[src/rtl/mem_pkg.sv]
// mem_pkg: shared arbiter state encoding and RISC-V load/store size codes.
package mem_pkg;
  typedef enum logic [1:0] {IDLE, BUSY_I, BUSY_D} arb_state_t;
  localparam logic [2:0] SIZE_B  = 3'b000;
  localparam logic [2:0] SIZE_H  = 3'b001;
  localparam logic [2:0] SIZE_W  = 3'b010;
  localparam logic [2:0] SIZE_BU = 3'b100;
  localparam logic [2:0] SIZE_HU = 3'b101;
endpackage

[src/rtl/arb_timer.sv]
// arb_timer: counts busy cycles without a memory ack and flags expiry at TIMEOUT.
module arb_timer #(
  parameter int TIMEOUT = 255
) (
  input  logic clk,
  input  logic reset,
  input  logic clr_i,
  input  logic en_i,
  output logic expired_o
);
  localparam int W = $clog2(TIMEOUT + 1);
  localparam logic [W-1:0] LAST = W'(TIMEOUT - 1);
  logic [W-1:0] cnt_q, cnt_d;
  always_comb cnt_d = clr_i ? '0 : en_i ? cnt_q + W'(1) : cnt_q;
  always_ff @(posedge clk or posedge reset)
    if (reset) cnt_q <= '0;
    else cnt_q <= cnt_d;
  // Expiry is the TIMEOUT-th stalled cycle, so the abort lands in that same cycle.
  assign expired_o = en_i && (cnt_q == LAST);
endmodule

[src/rtl/mem_arbiter.sv]
// mem_arbiter: shares one memory port between fetch and load/store, data-first with bounded fetch starvation.
// Define ARB_TIMEOUT_EN to abort accesses that see no mem_ack within TIMEOUT busy cycles.
module mem_arbiter
  import mem_pkg::*;
#(
  parameter int XLEN           = 32,
  parameter int ADDR_W         = 32,
  parameter int MAX_DATA_BURST = 4,
  parameter int TIMEOUT        = 255
) (
  input  logic              clk,
  input  logic              reset,
  input  logic              halted,
  input  logic              if_req,
  input  logic [ADDR_W-1:0] if_addr,
  output logic              if_ready,
  output logic [XLEN-1:0]   if_rdata,
  input  logic              d_req,
  input  logic              d_we,
  input  logic [ADDR_W-1:0] d_addr,
  input  logic [XLEN-1:0]   d_wdata,
  input  logic [2:0]        d_size,
  output logic              d_ready,
  output logic [XLEN-1:0]   d_rdata,
  output logic              mem_req,
  output logic              mem_we,
  output logic [ADDR_W-1:0] mem_addr,
  output logic [XLEN-1:0]   mem_wdata,
  output logic [2:0]        mem_size,
  input  logic              mem_ack,
  input  logic [XLEN-1:0]   mem_rdata,
  output logic              bus_err
);
  localparam int BW = $clog2(MAX_DATA_BURST + 1);
  localparam logic [BW-1:0] BMAX = BW'(MAX_DATA_BURST);
  arb_state_t        state_q, state_d;
  logic [BW-1:0]     burst_q, burst_d;
  logic [ADDR_W-1:0] addr_q, addr_d;
  logic              we_q, we_d;
  logic [XLEN-1:0]   wdata_q, wdata_d;
  logic [2:0]        size_q, size_d;
  logic busy, in_i, in_d, done, free, if_cand, d_cand, fetch_first, grant_i, grant_d, expired;
`ifdef ARB_TIMEOUT_EN
  arb_timer #(.TIMEOUT(TIMEOUT)) u_timer (
    .clk      (clk),
    .reset    (reset),
    .clr_i    (grant_i | grant_d),
    .en_i     (busy & ~mem_ack),
    .expired_o(expired)
  );
`else
  localparam int unused_timeout = TIMEOUT;
  assign expired = 1'b0;
`endif
  always_comb begin
    busy        = state_q != IDLE;
    in_i        = state_q == BUSY_I;
    in_d        = state_q == BUSY_D;
    done        = busy & (mem_ack | expired);
    free        = ~busy | mem_ack;
    // The requester being completed still holds its req this cycle; that is not a new request.
    if_cand     = if_req & ~in_i;
    d_cand      = d_req & ~in_d;
    fetch_first = if_cand & (~d_cand | (burst_q == BMAX));
    grant_i     = free & ~halted & fetch_first;
    grant_d     = free & ~halted & d_cand & ~fetch_first;
    state_d     = grant_i ? BUSY_I : grant_d ? BUSY_D : done ? IDLE : state_q;
    burst_d     = (grant_i | ~if_req) ? '0 :
                  (grant_d & (burst_q != BMAX)) ? burst_q + BW'(1) : burst_q;
    addr_d      = grant_i ? if_addr : grant_d ? d_addr : addr_q;
    we_d        = grant_i ? 1'b0 : grant_d ? d_we : we_q;
    wdata_d     = grant_i ? '0 : grant_d ? d_wdata : wdata_q;
    size_d      = grant_i ? 3'b000 : grant_d ? d_size : size_q;
  end
  always_ff @(posedge clk or posedge reset)
    if (reset) begin
      state_q <= IDLE;
      burst_q <= '0;
      addr_q  <= '0;
      we_q    <= 1'b0;
      wdata_q <= '0;
      size_q  <= '0;
    end else begin
      state_q <= state_d;
      burst_q <= burst_d;
      addr_q  <= addr_d;
      we_q    <= we_d;
      wdata_q <= wdata_d;
      size_q  <= size_d;
    end
  assign mem_req   = busy & ~expired;
  assign mem_we    = we_q;
  assign mem_addr  = addr_q;
  assign mem_wdata = wdata_q;
  assign mem_size  = size_q;
  assign if_ready  = in_i & done;
  assign d_ready   = in_d & done;
  assign if_rdata  = (in_i & mem_ack) ? mem_rdata : '0;
  assign d_rdata   = (in_d & mem_ack) ? mem_rdata : '0;
  assign bus_err   = expired;
endmodule
[config.mk]
export PLATFORM = sky130hd
export DESIGN_NAME = mem_arbiter
export DESIGN_NICKNAME = d
export VERILOG_FILES = /design/src/rtl/mem_pkg.sv /design/src/rtl/arb_timer.sv /design/src/rtl/mem_arbiter.sv
export SDC_FILE = /design/constraint.sdc
export NUM_CORES = 1
export LEC_CHECK = 0
export ABC_AREA = 1
export CAP_MARGIN = 20
export CORE_ASPECT_RATIO = 0.5
export CORE_MARGIN = 5
export CORE_UTILIZATION = 31
export DETAILED_ROUTE_END_ITERATION = 16
export PLACE_DENSITY = 0.87
export SKIP_LAST_GASP = 1
export SLEW_MARGIN = 20
export SYNTH_ARGS = -nofsm -noshare
export SYNTH_HDL_FRONTEND = slang
export SYNTH_SLANG_ARGS = --single-unit
[constraint.sdc]
create_clock -name clk -period 2.35 [get_ports clk]
set_clock_uncertainty 0.2 [all_clocks]
set_input_delay 0.235 -clock clk [delete_from_list [all_inputs] [get_ports clk]]
set_output_delay 0.235 -clock clk [all_outputs]
set_load 0.01 [all_outputs]
* After elaboration in Yosys (flattened, before gate mapping) *
Index checks and enable logic that the tools add are counted.

operators by class
  equality and inequality tests = 4
  muxes and demuxes = 15
  bitwise operators = 23
  add/sub/neg operators = 1
  reduce and logical (&&, ||, !) cells = 4

operators by type and width
  operator                                                          count
  32-bit 2-to-1 mux                                                 6
  1-bit AND                                                         13
  3-bit 2-to-1 mux                                                  4
  1-bit NOT                                                         7
  2-bit 2-to-1 mux                                                  3
  2-bit nonzero test                                                3
  3-bit by 1-bit adder with 3-bit output (second input constant)    1
  3-bit == test (second input constant)                             1
  3-bit != test (second input constant)                             1
  1-bit OR                                                          3
  3-bit nonzero test                                                1
  2-bit by 1-bit == test with 1-bit output (second input constant)  1
  2-bit == test (second input constant)                             1
  1-bit 2-to-1 mux                                                  2

storage, ports and cells
  input port bits = 138
  logic and storage cells = 53
  output and inout port bits = 136
  bits in registers = 73

* Depth between registers and ports, before layout *
  depth after elaboration = 11
  depth in mapped cells = 11
  mapped depth without buffers = 9

* Worst setup path after synthesis *
Ideal clock, no wire load.

  path type = register -> output
  start = register state_q[1]
  end = output port if_rdata[0]
  slack = 0.605 ns
  arrival = 1.310 ns
  buffers on the path = 1
  stages on the path, launching flop included = 5
  data required time = 1.915 ns
  cells stage by stage = dfrtp_1 > nor3_1 > inv_1 > clkbuf_1 > nor2_1

on the way
  longest elaborated chain between the ends = 3

ends and longest elaborated chain
  what                                      line               RTL
  start: declaration                        mem_arbiter.sv:36  arb_state_t state_q, state_d;
  start signal: assignment                  mem_arbiter.sv:84  state_q <= state_d;
  2-bit by 1-bit == test with 1-bit output  mem_arbiter.sv:57  in_i = state_q == BUSY_I;
  1-bit AND                                 mem_arbiter.sv:98  assign if_rdata = (in_i & mem_ack) ? mem_rdata : '0;
  32-bit 2-to-1 mux                         mem_arbiter.sv:98
  end: declaration                          mem_arbiter.sv:17  output logic [XLEN-1:0] if_rdata,

Every way passes these cells.

* Worst setup path in the final report *
  start = register state_q[0]
  end = output port if_rdata[23]

The elaborated chain is that of the path after synthesis.

==> results.toml <==
[global_routing]
track_usage_pct = 20.26
grt_pass1_vias = 4261
grt_max_degree = 47
grt_pass1_wl_mm = 22.32
grt_overflow = 0
antenna_found_initial = 0

[routing]
dr.pass1.iters = 5
drt-vias-per-instance = 4.628
drc = 0
routed-via-count = 4281
ant_nets = 0
drt-initial-drc-count = 305
wl_per_cell_um = 16.26
wirelength_mm = 15.04

[synth]
synth_xor_xnor_area_share_pct = 0.2391
yosysUniqueCellTypes = 24
synthAdderAreaFrac_pct = 0.6831
syn_inst = 486
syn_area_mm2 = 0.003664
yosysWarnings = 0
synth_mux_area_share_pct = 0
ys_seq_elements = 73
ys_seq_area_share_pct = 49.86
synth_compound_area_share_pct = 1.947
synth.avg_cell_area_um2 = 7.538
synth_top_family_by_area = "simple AND/OR/NAND/NOR gates"
synthSimpleGateAreaFrac_pct = 38.18
synth_fp_nets = 626

[floorplan]
die-area_mm2 = 0.01422
core_mm2 = 0.01170
core.rowCount = 28
die_w_um = 163.7
chipHeight_um = 86.87
start_util_pct = 31.31
io_pins = 274

[cells_and_area]
fill_cells = 992
multiInputGateArea_mm2 = 0.001515
num_antenna_cells = 0
finish.utilization_pct = 59.78
final_area_mm2 = 0.006995
nets = 895
drive_gt1_share_pct = 6.579
final-seq-area_mm2 = 0.001827
final_cells = 925
area_growth_pct = 90.95

[pwr]
p_leak_nw = 3.885
powerDensity_mw_per_mm2 = 998.4
vdd_drop_max_uv = 405.7

[clock_tree]
cts.sinks = 73
holdBufCountCts = 0
cts.htree.levels = 3
cts_buffer_depth = 2
clk_pin_slew_worst_paths_ns = 0.06
cts_tree = "built"
cts_buffers = 9
clk_latency_ns = 0.33
root_buffer = "clkbuf_16"

[timing]
period_needed_ns = 2.290
layout_setup_ws_ns = 0.06046
fmax_ghz = 0.4368
worst_pin_slew_ns = 0.5612
hold_viol = 0
fin_crit_sh_pct = 97.43
fin_tns_setup_ns = 0
drv_slew = 0
setup_violations = 0
rsz0062_at_grt = "yes"
slew_headroom_pct = 62.53

[worst_setup_path]
rr_worst_depth = 10
critPathKind = "register to output port"
cpPeakStageDelay_ns = 0.54
regToRegStartpoint = "burst_q[0]$_DFFE_PP0P_"
crit_slowest_cell = "clkdlybuf4s50_1"
required_ns = 1.91
arrival_ns = 1.85
end_kind = "output port"
critPathTopFamily = "buffers and inverters"
startpoint_type = "register"
critical_path.cell_chain = "inv_2 > nor3_2 > inv_1 > buf_12 > nor2_1 > clkdlybuf4s50_1"
r2r_end = "mem_addr[30]$_DFFE_PP0P_"
crit_path_max_fanout = 32
r2r_slack_ns = 0.21
crit_buf_inv = 4

[placement]
post-dp-hpwl_mm = 11.45
numPortBuffers = 272
placed_area_mm2 = 0.006619
place_congestion = 0.8541
pre_cts_ws_ns = -0.08744
dp.cells = 906

[hold_path]
holdCritPathClass = "input port to asynchronous set/reset pin"

[run]
maxCapViolations = 0

[status]
status = "finished, final reports clean"
[cells by family (layout without fill, tap and decap cells)]
family / count (synthesis) / count (layout)
adders and majority gates: 2 / 2
AOI/OAI and AO/OA: 13 / 13
other: 1 / 1
and+or+nand+nor: 320 / 320
DFF: 73 / 73
xor gates and xnor gates: 1 / 1
buffers and inverters: 76 / 350
[layout by cell type (no fill, tap or decap)]
master / netlist / final
clkdlybuf4s50_1: 0 / 210
nand2_1: 131 / 130
nand3_1: 112 / 112
dfrtp_1: 73 / 73
nor2_1: 67 / 67
inv_1: 40 / 39
dlygate4sd2_1: 0 / 34
dlymetal6s2s_1: 0 / 28
buf_4: 7 / 12
a21oi_1: 11 / 11
clkbuf_16: 0 / 9
nand2_2: 5 / 6
buf_12: 0 / 6
inv_2: 3 / 5
ha_1: 2 / 2
bufinv_16: 0 / 2
clkinv_2: 0 / 2
nand4_4: 1 / 1
nor2_2: 1 / 1
nor2_4: 1 / 1
a31o_2: 1 / 1
nor2_8: 1 / 1
nor3_2: 0 / 1
xor2_1: 1 / 1
o21bai_1: 1 / 1
conb_1: 1 / 1
clkbuf_1: 10 / 1
clkbuf_8: 0 / 1
clkinv_4: 0 / 1
[worst reg2reg max path, stage by stage, from the launching register on]
cell     delay (ns)
dfrtp_1        0.37
inv_1          0.07
ha_1           0.21
nand2_1        0.12
nand3_1        0.10
nand2_2        0.11
inv_2          0.08
nand2_2        0.07
buf_4          0.41
nand3_1        0.22
nand3_1        0.13
[per-layer routing]
layer | GRT usage (%) | up-vias | wire length [um]
met3 | 4.728 | 45 | 859
met1 | 22.02 | 2025 | 5612
met4 | 9.056 | 0 | 576
met2 | 38.04 | 151 | 7994
met5 | 0 | - | 0
li1 | - | 2060 | -
[final cells by class]
class,count,share of cell area (%)
timing repair buffer,290,42.32
clock buffer,11,3.470
sequential,73,26.11
clock inverter,5,1.127
inverter,44,2.361
multi-input combinational,337,21.66
tap,165,2.951
[how the worst max path moves through the flow]
stage,startpoint,end,slack [ns],cells after the start
2_1_floorplan,reset,burst_q[0]$_DFFE_PP0P_,0.06,1
3_3_place_gp,mem_ack,if_rdata[8],0.004,7
3_5_place_dp,mem_ack,if_rdata[19],-0.09,7
4_1_cts,mem_ack,if_rdata[30],0.002,7
5_1_grt,state_q[0]$_DFFE_PP0P_,if_rdata[23],-0.08,6
6_report,state_q[0]$_DFFE_PP0P_,if_rdata[23],0.06,6
[registers in the layout, summed over array words and instances, names as in the netlist]
register   flops
mem_addr      32
mem_wdata     32
mem_size       3
mem_we         1
burst_q        3
state_q        2
[through the flow]
| stage | hold WS [ns] | power [mW] |
|---|---|---|
| 3_3_place_gp | 0.2804 | 5.468 |
| 2_1_floorplan | 0.1519 | 3.500 |
| 3_5_place_dp | 0.2850 | 5.568 |
| 5_1_grt | 0.1149 | 7.401 |
| 4_1_cts | 0.08041 | 7.038 |
| 6_report | 0.07634 | 6.984 |
[power by group]
| part | internal (mW) | switching (mW) | total, mW |
|---|---|---|---|
| combinational | 1.78 | 1.57 | 3.35 |
| sequential | 1.84 | 0.311 | 2.15 |
| clock | 0.957 | 0.532 | 1.49 |
[Yosys cell counts]
cell type  number  area, um2
nor2_4          1      11.26
ha_1            2      25.02
nor2_2          1      6.260
nand3_1       112      560.5
buf_2           8      40.04
clkinv_1        1      3.750
buf_6           1      11.26
nor2_1         67      251.5
nor2_8          1      20.02
nand2_2         5      31.28
inv_1          40      150.1
nand2_1       131      491.7
buf_4           7      52.55
conb_1          1      3.750
inv_2           3      11.26
clkbuf_1       10      37.54
nor3_1          1      5.000
dfrtp_1        73       1827
a31o_2          1      8.760
xor2_1          1      8.760
a21oi_1        11      55.05
buf_1           6      22.52
o21bai_1        1      7.510
nand4_4         1      21.27
[timing repair]
| item | in CTS | in global routing |
|---|---|---|
| setup endpoints to repair | 64 | 30 |
| buffers inserted | 0 | 3 |
| resized for setup | 35 | 29 |
(Power assumes the default switching activity.)
